<file path="src/rtl/usr_rst_req.sv">
// User-reset requester: debounced button or software request -> fixed-width usr_rst pulse,
// then waits for the generated core reset to release and enforces a hold-off.
`timescale 1ns/1ps
module usr_rst_req #(
    parameter int DEBOUNCE_CYCLES = 1000000,
    parameter int PULSE_CYCLES    = 16,
    parameter int TIMEOUT_CYCLES  = 1024,
    parameter int HOLDOFF_CYCLES  = 256,
    parameter int CNT_W           = 8
) (
    input  logic             clk,
    input  logic             sys_rstn,
    input  logic             btn_in,
    input  logic             sw_req,
    input  logic             core_rstn,
    output logic             usr_rst,
    output logic             busy,
    output logic             timeout,
    output logic [CNT_W-1:0] rst_count
);

    localparam int DEB_W = $clog2(DEBOUNCE_CYCLES) + 1;
    localparam int MAX_A = (PULSE_CYCLES > TIMEOUT_CYCLES) ? PULSE_CYCLES : TIMEOUT_CYCLES;
    localparam int MAX_T = (MAX_A > HOLDOFF_CYCLES) ? MAX_A : HOLDOFF_CYCLES;
    localparam int TMR_W = $clog2(MAX_T) + 1;

    localparam logic [DEB_W-1:0] DEB_LAST   = DEB_W'(DEBOUNCE_CYCLES - 1);
    localparam logic [TMR_W-1:0] PULSE_LAST = TMR_W'(PULSE_CYCLES - 1);
    localparam logic [TMR_W-1:0] TO_LAST    = TMR_W'(TIMEOUT_CYCLES - 1);
    localparam logic [TMR_W-1:0] HOLD_LAST  = TMR_W'(HOLDOFF_CYCLES - 1);

    localparam logic [1:0] ST_IDLE  = 2'd0;
    localparam logic [1:0] ST_PULSE = 2'd1;
    localparam logic [1:0] ST_WAIT  = 2'd2;
    localparam logic [1:0] ST_HOLD  = 2'd3;

    logic             btn_s1_q, btn_s2_q;
    logic             crst_s1_q, crst_s_q;
    logic [DEB_W-1:0] deb_cnt_q, deb_cnt_d;
    logic             deb_lvl_q, deb_lvl_d;
    logic             deb_prev_q;
    logic             press, req;

    logic [1:0]       state_q, state_d;
    logic [TMR_W-1:0] tmr_q, tmr_d;
    logic             usr_rst_q, usr_rst_d;
    logic             crst_hi_q, crst_hi_d;
    logic             timeout_q, timeout_d;
    logic [CNT_W-1:0] rst_count_q, rst_count_d;

    // Both the button and the fed-back core reset are asynchronous to clk.
    always_ff @(posedge clk or negedge sys_rstn) begin
        if (!sys_rstn) begin
            btn_s1_q   <= 1'b0;
            btn_s2_q   <= 1'b0;
            crst_s1_q  <= 1'b0;
            crst_s_q   <= 1'b0;
            deb_cnt_q  <= '0;
            deb_lvl_q  <= 1'b0;
            deb_prev_q <= 1'b0;
        end else begin
            btn_s1_q   <= btn_in;
            btn_s2_q   <= btn_s1_q;
            crst_s1_q  <= core_rstn;
            crst_s_q   <= crst_s1_q;
            deb_cnt_q  <= deb_cnt_d;
            deb_lvl_q  <= deb_lvl_d;
            deb_prev_q <= deb_lvl_q;
        end
    end

    always_comb begin
        deb_cnt_d = deb_cnt_q;
        deb_lvl_d = deb_lvl_q;
        if (btn_s2_q == deb_lvl_q) begin
            deb_cnt_d = '0;
        end else if (deb_cnt_q == DEB_LAST) begin
            deb_lvl_d = ~deb_lvl_q;
            deb_cnt_d = '0;
        end else begin
            deb_cnt_d = deb_cnt_q + 1'b1;
        end
    end

    assign press = deb_lvl_q & ~deb_prev_q;
    assign req   = press | sw_req;

    always_comb begin
        state_d     = state_q;
        tmr_d       = tmr_q;
        usr_rst_d   = usr_rst_q;
        crst_hi_d   = crst_hi_q;
        timeout_d   = timeout_q;
        rst_count_d = rst_count_q;
        case (state_q)
            ST_IDLE: begin
                usr_rst_d = 1'b0;
                if (req) begin
                    state_d   = ST_PULSE;
                    tmr_d     = '0;
                    usr_rst_d = 1'b1;
                    if (rst_count_q != {CNT_W{1'b1}})
                        rst_count_d = rst_count_q + 1'b1;
                end
            end
            ST_PULSE: begin
                if (tmr_q == PULSE_LAST) begin
                    state_d   = ST_WAIT;
                    tmr_d     = '0;
                    usr_rst_d = 1'b0;
                    crst_hi_d = 1'b0;
                end else begin
                    tmr_d = tmr_q + 1'b1;
                end
            end
            ST_WAIT: begin
                // Release is only trusted after two consecutive synced-high samples.
                crst_hi_d = crst_s_q;
                if (crst_s_q && crst_hi_q) begin
                    state_d = ST_HOLD;
                    tmr_d   = '0;
                end else if (tmr_q == TO_LAST) begin
                    state_d   = ST_HOLD;
                    tmr_d     = '0;
                    timeout_d = 1'b1;
                end else begin
                    tmr_d = tmr_q + 1'b1;
                end
            end
            ST_HOLD: begin
                if (tmr_q == HOLD_LAST) begin
                    state_d = ST_IDLE;
                    tmr_d   = '0;
                end else begin
                    tmr_d = tmr_q + 1'b1;
                end
            end
            default: begin
                state_d   = ST_IDLE;
                tmr_d     = '0;
                usr_rst_d = 1'b0;
            end
        endcase
    end

    always_ff @(posedge clk or negedge sys_rstn) begin
        if (!sys_rstn) begin
            state_q     <= ST_IDLE;
            tmr_q       <= '0;
            usr_rst_q   <= 1'b0;
            crst_hi_q   <= 1'b0;
            timeout_q   <= 1'b0;
            rst_count_q <= '0;
        end else begin
            state_q     <= state_d;
            tmr_q       <= tmr_d;
            usr_rst_q   <= usr_rst_d;
            crst_hi_q   <= crst_hi_d;
            timeout_q   <= timeout_d;
            rst_count_q <= rst_count_d;
        end
    end

    assign usr_rst   = usr_rst_q;
    assign busy      = (state_q != ST_IDLE);
    assign timeout   = timeout_q;
    assign rst_count = rst_count_q;

endmodule
</file>
<file path="config.mk">
export PLATFORM = sky130hd
export DESIGN_NAME = usr_rst_req
export DESIGN_NICKNAME = d
export VERILOG_FILES = /design/src/rtl/usr_rst_req.sv
export SDC_FILE = /design/constraint.sdc
export NUM_CORES = 1
export LEC_CHECK = 0
export ABC_CLOCK_PERIOD_IN_PS = 2800
export CORE_UTILIZATION = 40
export CTS_CLUSTER_DIAMETER = 100
export CTS_CLUSTER_SIZE = 30
export DETAILED_ROUTE_END_ITERATION = 8
export GPL_TIMING_DRIVEN = 0
export HOLD_SLACK_MARGIN = 0.03
export PLACE_DENSITY = 0.57
export SYNTH_ARGS = -nofsm -noshare
export SYNTH_HDL_FRONTEND = slang
export SYNTH_SLANG_ARGS = --single-unit
</file>
<file path="constraint.sdc">
create_clock -name clk -period 2.8 [get_ports clk]
set_clock_uncertainty 0.2 [all_clocks]
set_input_delay 0.28 -clock clk [delete_from_list [all_inputs] [get_ports clk]]
set_output_delay 0.28 -clock clk [all_outputs]
set_load 0.02 [all_outputs]
</file>
==> impl_metrics.csv <==
group,metric,value,unit
outcome,status,"completed",
global_route,grt_pass1_wl,8169,um
hold_path,min_to,"crst_s_q",
hold_path,hold_path.class,"reg2reg",
drt,num_vias,1902,
final_layout,diodes,0,
logic_synthesis,synth_top_area_share,0.4998,
timing,period_needed,2.427,ns
floorplanning,num_rows,28,
drt,wire_per_inst,14.20,um
worst_setup_path,slowest_delay,0.43,ns
drt,drtIter0Drc,97,
global_route,grt_max_degree,31,
hold_path,whs_path_depth,0,
floorplanning,start_util,0.4238,
clocking,clk_latency,0.32,ns
final_layout,n_fill_cell,586,
timing,setup_viol,0,
clocking,post-cts-setup-buffer-count,0,
clocking,clock_path_buffers,2,
logic_synthesis,synth.distinct_cells,52,
placed_design,hpwl,3481,um
timing,rsz0062_at_grt,"no",
timing,finalMaxSlewViolations,0,
final_layout,synthToLayoutAreaGrowth,14.26,%
logic_synthesis,avgSynthCellArea,10.21,um2
timing,finalCritPeriodShare,0.8668,
power,netSwitchingPower,740.2,uW
global_route,antenna_found_initial,0,
clocking,cts-root-buf,"clkbuf_8",
floorplanning,core,6026,um2
logic_synthesis,synth_area_leaders,"dfrtp_1 50%, xor2_1 4.8%, xnor2_1 3.8%",
logic_synthesis,yosys.area.top_type,"dfrtp_1",
drt,drt-total-wl,4969,um
timing,fin_tns_setup,0,ns
power,power.density,698.7,nW/um2
logic_synthesis,async_flop_share,1.000,
worst_setup_path,ff2ff_setup_slack,0.37,ns
timing,hold_viol,0,
worst_setup_path,timing.rr.start,"state_q[0]",
job,cap_violations,0,
hold_path,holdCritStartpoint,"crst_s1_q",
worst_setup_path,path_cells,"inv_1 -> ha_1 -> clkbuf_1 -> o21ai_0 -> nor2_1 -> mux2_2",
worst_setup_path,r2r_cells,6,
worst_setup_path,r2r_end,"rst_count[1]",
final_layout,drive_gt1_frac,0.08000,
power,p_clk_frac,0.225,
clocking,htreeDepth,2,
global_route,grt_usage,0.1624,
drt,drtAntennaViolNets,0,
logic_synthesis,synth_edf_count,0,
floorplanning,die_y,81.90,um
timing,fmax,412.0,MHz
timing,setup_slack,0.3728,ns
logic_synthesis,netlist_area,2554,um2
global_route,grt_pass1_vias,1734,
worst_setup_path,path_max_fanout,10,
worst_setup_path,cp_data_arrival_time,2.44,ns
power,power_frac_comb,0.331,
power,power_frac_seq,0.444,
global_route,grt_overflow,0,
floorplanning,io_pins,16,
clocking,cts.repair.resized,0,
logic_synthesis,ys_warn_count,0,
drt,viasPerCell,5.434,
power,cellLeakagePower,1.180,nW
drt,drc,0,
worst_setup_path,endpoint_kind,"flop",
timing,holdWs,0.1598,ns
worst_setup_path,start_kind,"flop",
power,finalPower,2.039,mW
logic_synthesis,syn_nets,262,
clocking,clock-sinks,51,
power,switching_share,0.3631,
logic_synthesis,ys.flop_type,"dfrtp_1",
logic_synthesis,ys_top_cells_by_count,"51 x dfrtp_1, 22 x nor2_1, 18 x nand2_1, 14 x xor2_1",
placed_design,pre_cts_slack,0.3449,ns
worst_setup_path,cp_top_family,"buffers and inverters",
placed_design,port_buffers,15,
logic_synthesis,yosysMostFrequentCell,"dfrtp_1",
timing,tightest_slew,0.7982,ns
final_layout,nets,286,
placed_design,dpl_cell_area,2813,um2
floorplanning,die_area,6708,um2
clocking,cts_tree,"built",
logic_synthesis,ys_ff_latch,51,
worst_setup_path,critPathBufInv,2,
final_layout,stdcell_area,2918,um2
logic_synthesis,synthCells,250,
worst_setup_path,cp_data_required_time,2.82,ns
drt,dr.pass1.iters,4,
timing,relSlewSlack,0.4638,
clocking,postCtsHoldBufs,1,
power,p_int,1.298,mW
clocking,clk_pin_slew,0.10,ns
placed_design,gp_congestion,0.7814,
logic_synthesis,synth_seq_area_share,0.4998,
floorplanning,die_w,81.90,um
clocking,cts-buffers-inserted,5,
worst_setup_path,critPathSlowestCell,"dfrtp_1",
worst_setup_path,setup.worst_path.class,"reg2reg",
power,ir_drop,531.1,uV
-- cell families (layout without fill, tap and decap cells) --
group,count (synthesis),after routing,synth area share
AO/OA/AOI/OAI,37,37,0.09898
XOR/XNOR,25,25,0.08574
adder cells (fa/ha/maj),7,7,0.03430
buffers and inverters,15,40,0.02254
flip-flops,51,51,0.4998
multiplexers,3,3,0.01323
AND/OR/NAND/NOR,112,112,0.2455
-- per-stage QoR --
step	std cells	util
after floorplan	250	-
after global placement	340	0.4643
after detailed placement	341	0.4668
after CTS	350	0.4842
after global routing	350	0.4842
final	350	0.4842
-- placed cells by master, fill, tap and decap left out, types with 2 or more instances in the layout --
cell type / instances
o21ai_0: 8
or4_1: 6
nor2b_1: 2
nor4b_1: 2
nor2_1: 22
nand2_1: 18
nand3_1: 13
nor4_1: 4
clkbuf_8: 5
inv_6: 2
buf_2: 2
xnor2_1: 11
clkbuf_1: 5
ha_1: 7
o31ai_1: 5
inv_1: 9
dfrtp_1: 51
or3_1: 9
and3_1: 2
clkdlybuf4s50_1: 14
nor3_1: 13
mux2_2: 2
xor2_1: 14
and2_1: 2
a21oi_1: 10
nand4_1: 5
-- worst max-delay path by stage --
stage          slack (ns)           end  startpoint  depth (start not counted)
6_report             0.37  rst_count[1]  state_q[0]                          6
5_1_grt              0.16  rst_count[1]  state_q[0]                          6
4_1_cts              0.32  rst_count[1]  state_q[0]                          6
3_5_place_dp         0.34  rst_count[1]  state_q[0]                          6
3_3_place_gp        -0.39  rst_count[4]    sys_rstn                          1
2_1_floorplan        0.57    state_q[1]    tmr_q[5]                          4
-- metal layers --
layer / GRT usage / vias up / part of all wire
met2: 0.2512 / 21 / 0.44
met1: 0.2214 / 926 / 0.51
met5: 0 / - / 0
met4: 0.05789 / 0 / 0.016
li1: - / 946 / -
met3: 0.03667 / 9 / 0.028
-- power groups by stage --
stage | logic, mW | clock network, mW | registers [mW]
6_report | 0.675 | 0.459 | 0.905
3_3_place_gp | 0.675 | 0 | 0.920
2_1_floorplan | 0.421 | 0 | 0.949
3_5_place_dp | 0.688 | 0 | 0.918
4_1_cts | 0.690 | 0.477 | 0.906
5_1_grt | 0.756 | 0.502 | 0.919
-- sequential cells by signal, indices dropped and copies added, names as in the netlist --
signal and cells:
deb_cnt_q 21, tmr_q 11, rst_count 8, state_q 2, btn_s1_q 1, btn_s2_q 1, crst_hi_q 1, crst_s1_q 1
crst_s_q 1, deb_lvl_q 1, deb_prev_q 1, timeout 1, usr_rst 1
-- cell type report --
cell class | count | area, um2 | share of cell area
flip-flops and latches | 51 | 1276 | 0.4374
multi-input cells | 184 | 1220 | 0.4181
repair buffers | 17 | 175.2 | 0.06003
well taps | 75 | 93.84 | 0.03216
clock buffers | 5 | 68.82 | 0.02358
inverters | 9 | 33.78 | 0.01158
clock inverters | 3 | 26.28 | 0.009005
plain buffers | 6 | 23.77 | 0.008148
No activity file was read; power rests on OpenSTA's default activity.
